### src/rtl/noc_packet_receiver_if.sv
// rtl/noc_packet_receiver_if.sv - router ejection, payload stream and packet status bundle
`ifndef NOC_RX_DEFS
`define NOC_RX_DEFS
`define Noc_Data_Width   32
`define Noc_ID_X_Width   2
`define Noc_ID_Y_Width   2
`define Noc_Point_H      28
`define Noc_Source_Point 24
`define Axi_TYPE_Bit     2
`define Axi_LEN_Bit      8
`define Axi_Len_Point    8
`define Noc_Point_E      4
`define Noc_Head_H       4'hA
`define Noc_Head_E       4'h5
`define Noc_Tail_H       4'hC
`define Noc_Tail_E       4'h3
`endif

interface noc_packet_receiver_if;
  logic                         receive_valid;
  logic                         receive_ready;
  logic [`Noc_Data_Width-1:0]   receive_flit;
  logic                         receive_is_header;
  logic                         receive_is_tail;
  logic                         out_valid;
  logic                         out_ready;
  logic [`Noc_Data_Width-1:0]   out_data;
  logic                         out_last;
  logic                         pkt_done;
  logic [`Noc_ID_X_Width-1:0]   pkt_src_x;
  logic [`Noc_ID_Y_Width-1:0]   pkt_src_y;
  logic [`Axi_TYPE_Bit-1:0]     pkt_type;
  logic [`Axi_LEN_Bit-1:0]      pkt_len;
  logic [3:0]                   pkt_err;

  modport master (
    output receive_valid, receive_flit, receive_is_header, receive_is_tail, out_ready,
    input  receive_ready, out_valid, out_data, out_last,
    input  pkt_done, pkt_src_x, pkt_src_y, pkt_type, pkt_len, pkt_err
  );

  modport slave (
    input  receive_valid, receive_flit, receive_is_header, receive_is_tail, out_ready,
    output receive_ready, out_valid, out_data, out_last,
    output pkt_done, pkt_src_x, pkt_src_y, pkt_type, pkt_len, pkt_err
  );
endinterface

### src/rtl/noc_packet_receiver.sv
// rtl/noc_packet_receiver.sv - NoC depacketizer: header/tail validation, payload FIFO, status pulse
// Optional feature macro: NOC_RX_DEST_CHECK_EN (drop packets whose dest differs from {X_ID,Y_ID}).
`ifndef NOC_RX_DEFS
`define NOC_RX_DEFS
`define Noc_Data_Width   32
`define Noc_ID_X_Width   2
`define Noc_ID_Y_Width   2
`define Noc_Point_H      28
`define Noc_Source_Point 24
`define Axi_TYPE_Bit     2
`define Axi_LEN_Bit      8
`define Axi_Len_Point    8
`define Noc_Point_E      4
`define Noc_Head_H       4'hA
`define Noc_Head_E       4'h5
`define Noc_Tail_H       4'hC
`define Noc_Tail_E       4'h3
`endif

module noc_packet_receiver #(
  parameter logic [`Noc_ID_X_Width-1:0] X_ID = '0,
  parameter logic [`Noc_ID_Y_Width-1:0] Y_ID = '0,
  parameter int FIFO_DEPTH = 4
) (
  input logic                  noc_clk,
  input logic                  noc_rst,
  noc_packet_receiver_if.slave rx
);
  localparam int DW      = `Noc_Data_Width;
  localparam int XW      = `Noc_ID_X_Width;
  localparam int YW      = `Noc_ID_Y_Width;
  localparam int IDW     = XW + YW;
  localparam int TW      = `Axi_TYPE_Bit;
  localparam int LW      = `Axi_LEN_Bit;
  localparam int CW      = LW + 1;
  localparam int HW      = DW - `Noc_Point_H;
  localparam int EW      = `Axi_Len_Point - `Noc_Point_E;
  localparam int DEST_HI = `Noc_Source_Point - 1;
  localparam int TYPE_HI = DEST_HI - IDW;
  localparam int AW      = $clog2(FIFO_DEPTH);
  localparam int AW1     = AW + 1;

  localparam logic [AW:0]   READY_LIM = AW1'(FIFO_DEPTH - 1);
  localparam logic [AW:0]   CNT_ONE   = AW1'(1);
  localparam logic [AW-1:0] PTR_ONE   = AW'(1);
  localparam logic [CW-1:0] LCNT_ONE  = CW'(1);
  localparam logic [CW-1:0] LCNT_MAX  = '1;

  typedef enum logic [1:0] {S_HEAD, S_BODY, S_DROP} state_e;

  state_e         state_q, state_d;
  logic [IDW-1:0] src_q, src_d;
  logic [TW-1:0]  type_q, type_d;
  logic [LW-1:0]  len_q, len_d;
  logic [CW-1:0]  cnt_q, cnt_d;
  logic [3:0]     err_q, err_d;
  logic           stg_valid_q, stg_valid_d;
  logic [DW-1:0]  stg_data_q, stg_data_d;
  logic           pkt_done_q, pkt_done_d;
  logic [IDW-1:0] pkt_src_q, pkt_src_d;
  logic [TW-1:0]  pkt_type_q, pkt_type_d;
  logic [LW-1:0]  pkt_len_q, pkt_len_d;
  logic [3:0]     pkt_err_q, pkt_err_d;
  logic           ready_q, ready_d;
  logic [DW:0]    mem_q [FIFO_DEPTH];
  logic [DW:0]    mem_d [FIFO_DEPTH];
  logic [AW-1:0]  wr_q, wr_d, rd_q, rd_d;
  logic [AW:0]    count_q, count_d;

  logic [DW-1:0]  flit;
  logic [HW-1:0]  f_h;
  logic [EW-1:0]  f_e;
  logic [IDW-1:0] f_src;
  logic [IDW-1:0] f_dest;
  logic [TW-1:0]  f_type;
  logic [LW-1:0]  f_len;
  logic           accept, hdr_bad, dest_bad, tail_bad, len_bad;
  logic           push, push_last, pop, out_valid, close, start_hdr;
  logic [3:0]     close_err;

  assign flit   = rx.receive_flit;
  assign f_h    = flit[DW-1:`Noc_Point_H];
  assign f_src  = flit[`Noc_Point_H-1:`Noc_Source_Point];
  assign f_dest = flit[DEST_HI -: IDW];
  assign f_type = flit[TYPE_HI -: TW];
  assign f_len  = flit[`Axi_Len_Point +: LW];
  assign f_e    = flit[`Axi_Len_Point-1:`Noc_Point_E];

  assign accept    = rx.receive_valid && ready_q;
  assign hdr_bad   = (f_h != `Noc_Head_H) || (f_e != `Noc_Head_E);
  assign tail_bad  = (f_h != `Noc_Tail_H) || (f_e != `Noc_Tail_E) || (f_src != src_q);
  assign len_bad   = cnt_q != (CW'(len_q) + LCNT_ONE);
`ifdef NOC_RX_DEST_CHECK_EN
  assign dest_bad  = f_dest != {X_ID, Y_ID};
`else
  // Destination is not checked in this build; every packet is delivered.
  assign dest_bad  = 1'b0 & (f_dest != {X_ID, Y_ID});
`endif

  assign out_valid = count_q != '0;
  assign pop       = out_valid && rx.out_ready;

  always_comb begin
    state_d     = state_q;
    src_d       = src_q;
    type_d      = type_q;
    len_d       = len_q;
    cnt_d       = cnt_q;
    err_d       = err_q;
    stg_valid_d = stg_valid_q;
    stg_data_d  = stg_data_q;
    pkt_done_d  = 1'b0;
    pkt_src_d   = pkt_src_q;
    pkt_type_d  = pkt_type_q;
    pkt_len_d   = pkt_len_q;
    pkt_err_d   = pkt_err_q;
    push        = 1'b0;
    push_last   = 1'b0;
    close       = 1'b0;
    close_err   = 4'b0000;
    start_hdr   = 1'b0;

    if (accept) begin
      unique case (state_q)
        S_HEAD: start_hdr = rx.receive_is_header;
        S_BODY: begin
          // Every flit closes out the staged one; only data flits refill the stage.
          push = stg_valid_q;
          if (rx.receive_is_header) begin
            push_last   = 1'b1;
            close       = 1'b1;
            close_err   = 4'b1000;
            start_hdr   = 1'b1;
            stg_valid_d = 1'b0;
          end else if (rx.receive_is_tail) begin
            push_last   = 1'b1;
            close       = 1'b1;
            close_err   = err_q | {tail_bad, len_bad, 2'b00};
            stg_valid_d = 1'b0;
            state_d     = S_HEAD;
          end else begin
            stg_valid_d = 1'b1;
            stg_data_d  = flit;
            if (cnt_q != LCNT_MAX) cnt_d = cnt_q + LCNT_ONE;
          end
        end
        S_DROP: begin
          if (rx.receive_is_tail && !rx.receive_is_header) begin
            close     = 1'b1;
            close_err = err_q;
            state_d   = S_HEAD;
          end
        end
        default: state_d = S_HEAD;
      endcase
    end

    if (start_hdr) begin
      src_d   = f_src;
      type_d  = f_type;
      len_d   = f_len;
      cnt_d   = '0;
      err_d   = {2'b00, dest_bad, hdr_bad};
      state_d = (hdr_bad || dest_bad) ? S_DROP : S_BODY;
    end

    // Status reports the packet being closed, not a header captured this cycle.
    if (close) begin
      pkt_done_d = 1'b1;
      pkt_src_d  = src_q;
      pkt_type_d = type_q;
      pkt_len_d  = len_q;
      pkt_err_d  = close_err;
    end
  end

  always_comb begin
    mem_d   = mem_q;
    wr_d    = wr_q;
    rd_d    = rd_q;
    count_d = count_q;
    if (push) begin
      mem_d[wr_q] = {push_last, stg_data_q};
      wr_d        = wr_q + PTR_ONE;
    end
    if (pop) rd_d = rd_q + PTR_ONE;
    if (push && !pop)      count_d = count_q + CNT_ONE;
    else if (pop && !push) count_d = count_q - CNT_ONE;
    // One slot stays free so the staged flit always has room when it is pushed.
    ready_d = count_d < READY_LIM;
  end

  always_ff @(posedge noc_clk) begin
    if (noc_rst) begin
      state_q     <= S_HEAD;
      src_q       <= '0;
      type_q      <= '0;
      len_q       <= '0;
      cnt_q       <= '0;
      err_q       <= '0;
      stg_valid_q <= 1'b0;
      stg_data_q  <= '0;
      pkt_done_q  <= 1'b0;
      pkt_src_q   <= '0;
      pkt_type_q  <= '0;
      pkt_len_q   <= '0;
      pkt_err_q   <= '0;
      ready_q     <= 1'b0;
      wr_q        <= '0;
      rd_q        <= '0;
      count_q     <= '0;
    end else begin
      state_q     <= state_d;
      src_q       <= src_d;
      type_q      <= type_d;
      len_q       <= len_d;
      cnt_q       <= cnt_d;
      err_q       <= err_d;
      stg_valid_q <= stg_valid_d;
      stg_data_q  <= stg_data_d;
      pkt_done_q  <= pkt_done_d;
      pkt_src_q   <= pkt_src_d;
      pkt_type_q  <= pkt_type_d;
      pkt_len_q   <= pkt_len_d;
      pkt_err_q   <= pkt_err_d;
      ready_q     <= ready_d;
      wr_q        <= wr_d;
      rd_q        <= rd_d;
      count_q     <= count_d;
    end
  end

  always_ff @(posedge noc_clk) begin
    mem_q <= mem_d;
  end

  assign rx.receive_ready = ready_q;
  assign rx.out_valid     = out_valid;
  assign rx.out_data      = out_valid ? mem_q[rd_q][DW-1:0] : '0;
  assign rx.out_last      = out_valid & mem_q[rd_q][DW];
  assign rx.pkt_done      = pkt_done_q;
  assign rx.pkt_src_x     = pkt_src_q[IDW-1:YW];
  assign rx.pkt_src_y     = pkt_src_q[YW-1:0];
  assign rx.pkt_type      = pkt_type_q;
  assign rx.pkt_len       = pkt_len_q;
  assign rx.pkt_err       = pkt_err_q;
endmodule
### src/flat_wrapper.sv
// flat-port wrapper written by rule: the top's interface ports become plain ports
module noc_packet_receiver_flat 
#(
  parameter logic [`Noc_ID_X_Width-1:0] X_ID = '0,
  parameter logic [`Noc_ID_Y_Width-1:0] Y_ID = '0,
  parameter int FIFO_DEPTH = 4
)
  (noc_clk, noc_rst, rx_receive_valid, rx_receive_flit, rx_receive_is_header, rx_receive_is_tail, rx_out_ready, rx_receive_ready, rx_out_valid, rx_out_data, rx_out_last, rx_pkt_done, rx_pkt_src_x, rx_pkt_src_y, rx_pkt_type, rx_pkt_len, rx_pkt_err);
  noc_packet_receiver_if rx_i ();
  input logic noc_clk;
  input logic noc_rst;
  input wire logic [$bits(rx_i.receive_valid)-1:0] rx_receive_valid;
  input wire logic [$bits(rx_i.receive_flit)-1:0] rx_receive_flit;
  input wire logic [$bits(rx_i.receive_is_header)-1:0] rx_receive_is_header;
  input wire logic [$bits(rx_i.receive_is_tail)-1:0] rx_receive_is_tail;
  input wire logic [$bits(rx_i.out_ready)-1:0] rx_out_ready;
  output wire logic [$bits(rx_i.receive_ready)-1:0] rx_receive_ready;
  output wire logic [$bits(rx_i.out_valid)-1:0] rx_out_valid;
  output wire logic [$bits(rx_i.out_data)-1:0] rx_out_data;
  output wire logic [$bits(rx_i.out_last)-1:0] rx_out_last;
  output wire logic [$bits(rx_i.pkt_done)-1:0] rx_pkt_done;
  output wire logic [$bits(rx_i.pkt_src_x)-1:0] rx_pkt_src_x;
  output wire logic [$bits(rx_i.pkt_src_y)-1:0] rx_pkt_src_y;
  output wire logic [$bits(rx_i.pkt_type)-1:0] rx_pkt_type;
  output wire logic [$bits(rx_i.pkt_len)-1:0] rx_pkt_len;
  output wire logic [$bits(rx_i.pkt_err)-1:0] rx_pkt_err;
  assign rx_i.receive_valid = rx_receive_valid;
  assign rx_i.receive_flit = rx_receive_flit;
  assign rx_i.receive_is_header = rx_receive_is_header;
  assign rx_i.receive_is_tail = rx_receive_is_tail;
  assign rx_i.out_ready = rx_out_ready;
  assign rx_receive_ready = rx_i.receive_ready;
  assign rx_out_valid = rx_i.out_valid;
  assign rx_out_data = rx_i.out_data;
  assign rx_out_last = rx_i.out_last;
  assign rx_pkt_done = rx_i.pkt_done;
  assign rx_pkt_src_x = rx_i.pkt_src_x;
  assign rx_pkt_src_y = rx_i.pkt_src_y;
  assign rx_pkt_type = rx_i.pkt_type;
  assign rx_pkt_len = rx_i.pkt_len;
  assign rx_pkt_err = rx_i.pkt_err;
  noc_packet_receiver #(.X_ID(X_ID), .Y_ID(Y_ID), .FIFO_DEPTH(FIFO_DEPTH)) u_core (.noc_clk(noc_clk), .noc_rst(noc_rst), .rx(rx_i));
endmodule
### config.mk
export PLATFORM = sky130hd
export DESIGN_NAME = noc_packet_receiver_flat
export DESIGN_NICKNAME = d
export VERILOG_FILES = /design/src/rtl/noc_packet_receiver_if.sv /design/src/rtl/noc_packet_receiver.sv /design/src/flat_wrapper.sv
export SDC_FILE = /design/constraint.sdc
export NUM_CORES = 1
export LEC_CHECK = 0
export BUFFER_PORTS_ARGS = -buffer_cell sky130_fd_sc_hd__buf_4
export CORE_MARGIN = 8
export CORE_UTILIZATION = 30
export CTS_BUF_LIST = sky130_fd_sc_hd__clkbuf_8
export CTS_CLUSTER_DIAMETER = 200
export DETAILED_ROUTE_END_ITERATION = 6
export GPL_TIMING_DRIVEN = 1
export PLACE_DENSITY = 0.44
export SYNTH_ARGS = -nofsm -noshare
export SYNTH_HDL_FRONTEND = slang
export SYNTH_SLANG_ARGS = --single-unit
export TNS_END_PERCENT = 1
### constraint.sdc
create_clock -name noc_clk -period 6.2 [get_ports noc_clk]
set_input_delay 0.62 -clock noc_clk [delete_from_list [all_inputs] [get_ports noc_clk]]
set_output_delay 0.62 -clock noc_clk [all_outputs]
set_load 0.05 [all_outputs]
== Word level (Yosys, flattened, before mapping) ==
Index checks and enable logic that the tools add are counted.
Operators by class
  add/sub/neg operators: 6
  magnitude comparators: 4
  equal/unequal tests: 13
  muxes and demuxes: 36
  bitwise operators: 6
  reduce and logical (&&, ||, !) cells: 20
Operator list (count)
  $bwmux 132: 1
  $mux 33: 3
  $bmux 33 s2: 1
  $demux 33 s2: 1
  $mux 32: 1
  $mux 1: 14
  $mux 2: 6
  $mux 4: 3
  $reduce_and 5->1: 2
  $add 8x1->9 const B: 1
  $add 9x1->9 const B: 1
  $ne 9x9->1: 1
  $ne 9x9->1 const B: 1
  $ne 4x4->1 const B: 2
  $pmux 4 s2: 1
  $ge 3x3->1 const B: 2
  $logic_and 1x1->1: 6
  $mux 3: 2
  $ne 3x2->1 const B: 2
  $not 2->3: 2
  $pmux 2 s3: 1
  $add 2x1->2 const B: 2
  $ne 4x2->1 const B: 1
  $ne 4x3->1 const B: 1
  other kinds (21): 27
Storage, ports and cells
  register bits after elaboration: 218
  word-level logic and storage cells: 106

== Depth between registers and ports, before layout ==
  depth after elaboration: 8
  depth in mapped cells: 9

== Worst setup path after synthesis ==
OpenSTA, ideal clock, no wires.
  path type: reg-to-output
  start: register u_core.count_q[0]
  end: output port rx_out_data[22]
  arrival: 2068 ps
  required time: 5580 ps
  path slack: 3512 ps
  stages on the path, launching flop included: 7
  cell sequence: dfxtp_1 inv_1 ha_1 nand2b_1 clkbuf_1 clkbuf_1 and2_1
On the way
  longest elaborated chain between the ends: 2
Ends and longest elaborated chain
  start, declared: RTL line noc_packet_receiver.sv:68  | logic [AW:0] count_q, count_d;
  start signal, assigned: RTL line noc_packet_receiver.sv:229  | count_q <= count_d;
  $reduce_bool 3->1: RTL line noc_packet_receiver.sv:100  | assign out_valid = count_q != '0;
  via rx_out_valid: RTL line flat_wrapper.sv:18  | output wire logic [$bits(rx_i.out_valid)-1:0] rx_out_valid;
  $mux 32: RTL line noc_packet_receiver.sv:239  | assign rx.out_data = out_valid ? mem_q[rd_q][DW-1:0] : '0;
  end, declared: RTL line flat_wrapper.sv:19  | output wire logic [$bits(rx_i.out_data)-1:0] rx_out_data;
The timed path passes the listed nets, and every way through them passes these cells.

== Final worst setup path ==
  start: register u_core.rd_q[0]
  end: output port rx_out_data[29]
On the way
  longest elaborated chain between the ends: 5
Ends and longest elaborated chain
  start, declared: RTL line noc_packet_receiver.sv:67  | logic [AW-1:0] wr_q, wr_d, rd_q, rd_d;
  start signal, assigned: RTL line noc_packet_receiver.sv:228  | rd_q <= rd_d;
  $not 2->3 (not written as such): RTL line noc_packet_receiver.sv:239
  $bmux 33 s2: RTL line noc_packet_receiver.sv:239
  $mux 33 (not written as such) (2 in a row): RTL line noc_packet_receiver.sv:239
  $mux 32: RTL line noc_packet_receiver.sv:239
Every way passes these cells. The select of a mux whose other input is x is not followed.

==> metrics.md <==
| Metric | Value |
|---|---|
| Run status | `finished clean` |
| CP Launch Type | `flip-flop` |
| Die height | `186 um` |
| Syn avg cell area | `13.2 sq um` |
| Max FO, Critical Path | `27` |
| GR Layer Usage met2 | `0.219` |
| Pin count of the biggest net entering global routing | `78` |
| Worst slew pin tran | `1.03 ns` |
| Final wirelength | `22000 um` |
| Syn_nets | `707` |
| Fin. max-slew vios | `0` |
| Die X-Extent | `186 um` |
| Drt first pass iters | `4` |
| Initial antenna violation count | `0` |
| Max-slew headroom | `0.315` |
| Number of synthesized flops with an enable pin | `132` |
| Final setup fails | `0` |
| Final ANT Viol Nets | `0` |
| Fin crit share | `0.521` |
| Global route total overflow | `0` |
| GR Layer Usage met3 | `0.0281` |
| Synth Instances | `656` |
| Clk_skew | `0.0127 ns` |
| VDD IR-drop max | `0.139 mV` |
| Vias in the first global route | `5819` |
| Min Clock Period, post-route | `3.23 ns` |
| GRT busiest layer | `met2` |
| PD cells | `371 nW/um^2` |
| # DRC | `0` |
| Clock sink count | `217` |
| Initial Utilization | `0.304` |
| Reg clk slew, reported paths | `0.06 ns` |
| Met1 Track Usage GR | `0.160` |
| Layout area overhead | `20.5%` |
| Peak Freq | `310 MHz` |
| Die area | `34600 sq um` |
| Number of port buffers | `90` |
| CTS tree | `done` |
| Cell Area, Synth | `8670 sq um` |
| Later-pin clock latency in the skew report | `0.54 ns` |
| Static leakage | `0.00338 uW` |
| Post-cts sizing count | `0` |
| Placed insts | `1097` |
| Post-CTS Setup Repair Bufs | `0` |
| Synthesis Warnings | `0` |
| Share of layout cells above drive strength 1 | `0.240` |
| Filler-free cell count of the finished design | `1168` |
| CTS Buffer Depth | `3` |
| Hpwl dp | `13700 um` |
| Yosys cell types | `45` |
| Async S/R FF share, synth | `0` |
| Fillcell total | `2846` |
| Unrepaired setup endpoints after global routing | `no` |
| Vias per cell | `4.62` |
| Setup TNS Final | `0 ns` |
| Yosys reg bits | `217` |
| Endpoint class of the critical path | `output port` |
| Final hold viol count | `0` |
| Drt first-iter violations | `274` |
| FP Rows | `62` |
| Antenna Cells | `0` |
| Htree depth | `2` |
| Core footprint | `28500 sq um` |
| Power Total | `3880 uW` |
| CP required | `5.58 ns` |
| Data arrival, critical path | `2.61 ns` |
| Ys flop type | `edfxtp_1` |
| Hold_buf cts | `0` |
| Maxcap violations | `0` |
| First-pass GRT wire length | `33800 um` |
| Total Nets Final | `805` |
| Worst hold path type | `primary input to flip-flop` |
| Wire per inst | `18.9 um` |
| GR Util All Layers | `0.129` |
| CP Class | `flip-flop to output port` |
| Post-synthesis sequential area ratio | `0.653` |
| Via count | `5392` |
| Clk root buf | `clkbuf_8` |
| GP Congestion | `0.812` |
| # IOs | `92` |
| Inserted Clock Buffers | `39` |
-- registers in the layout, indices dropped and copies added, names as in the netlist --
name,count
u_core.err_q,1
u_core.rx.pkt_len,8
u_core.type_q,2
u_core.rd_q,2
u_core.stg_data_q,32
u_core.rx.pkt_done,1
u_core.count_q,3
u_core.len_q,8
u_core.rx.receive_ready,1
u_core.pkt_src_q,4
u_core.stg_valid_q,1
u_core.cnt_q,9
u_core.rx.pkt_err,3
u_core.state_q,2
u_core.wr_q,2
u_core.src_q,4
u_core.mem_q,132
u_core.rx.pkt_type,2
-- cell usage after synthesis (2+ instances only) --
cell / count / share of area
a211oi_1: 3 / 0.0026
a21oi_1: 57 / 0.033
and2_1: 39 / 0.028
and3_1: 4 / 0.0029
and4_1: 2 / 0.0020
buf_1: 4 / 0.0017
buf_2: 9 / 0.0052
buf_4: 4 / 0.0035
clkbuf_1: 19 / 0.0082
dfxtp_1: 85 / 0.20
edfxtp_1: 132 / 0.46
ha_1: 13 / 0.019
inv_1: 7 / 0.0030
mux2i_1: 15 / 0.017
mux4_2: 33 / 0.086
nand2_1: 108 / 0.047
nand2b_1: 4 / 0.0029
nand3_1: 12 / 0.0069
nand4_1: 6 / 0.0043
nor2_1: 40 / 0.017
nor3_1: 5 / 0.0029
o21ai_0: 5 / 0.0029
xnor2_1: 21 / 0.021
xor2_1: 8 / 0.0081
-- cells by family after synthesis --
family / after synthesis / share of synthesized area
multiplexers: 48 / 0.103
adder cells (fa/ha/maj): 13 / 0.0188
buffers and inverters: 44 / 0.0222
AND/OR/NAND/NOR: 232 / 0.128
other: 1 / 0.000433
XOR/XNOR: 29 / 0.0293
AO/OA/AOI/OAI: 72 / 0.0452
flip-flops: 217 / 0.653
-- critical path, stage by stage (launching register included) --
cell and delay (ns):
dfxtp_2 0.50, buf_4 0.57, mux4_2 0.63, and2_1 0.18, buf_4 0.18
-- path summary, 6_finish.rpt --
kind / cells after the start / end / slack (ns) / start
hold reg to reg: 2 / u_core.type_q[0]$_SDFFE_PP0P_ / 0.47 / u_core.type_q[0]$_SDFFE_PP0P_
hold / removal: 3 / u_core.stg_data_q[22]$_SDFFE_PP0P_ / 0.33 / rx_receive_flit[22]
setup / recovery: 4 / rx_out_data[29] / 2.97 / u_core.rd_q[0]$_SDFFE_PP0P_
setup reg to reg: 4 / u_core.mem_q[86]$_DFFE_PP_ / 3.73 / u_core.state_q[1]$_SDFFE_PP0P_
-- routing by layer --
layer  share of wire  routed length [um]
met1            0.44                9750
met2            0.49               10700
met3           0.052                1140
met4           0.020                 447
met5               0                   0
-- cell usage in the layout, fill, tap and decap left out, drive strengths merged, types with 21 or more instances in the layout --
| master | n |
|---|---|
| clkbuf | 43 |
| xnor2 | 21 |
| buf | 94 |
| nand2 | 108 |
| mux4 | 33 |
| inv | 26 |
| dfxtp | 85 |
| nor2 | 41 |
| a21oi | 57 |
| and2 | 39 |
| edfxtp | 132 |
-- metrics by stage --
step	cell area [sq um]	hold WS (ns)	setup slack, ns	utilization
after floorplan	8670	0.436	3.51	-
after global placement	9700	0.454	3.44	0.340
after detailed placement	9700	0.457	3.43	0.340
after CTS	10400	0.294	2.83	0.366
after global routing	10400	0.310	2.75	0.366
final	10400	0.333	2.97	0.366
-- cell type report --
class / instances / area [sq um] / area share
Clock inverter: 28 / 151 / 0.0145
Inverter: 7 / 26.3 / 0.00252
Tap cell: 384 / 480 / 0.0460
Clock buffer: 43 / 592 / 0.0567
Timing Repair Buffer: 94 / 706 / 0.0676
Multi-Input combinational cell: 395 / 2820 / 0.270
Sequential cell: 217 / 5670 / 0.543
-- report_power, final --
part | internal, uW | switching (uW)
clock | 683 | 584
sequential | 1530 | 30.4
combinational | 315 | 731
No activity file was read; power rests on OpenSTA's default activity.
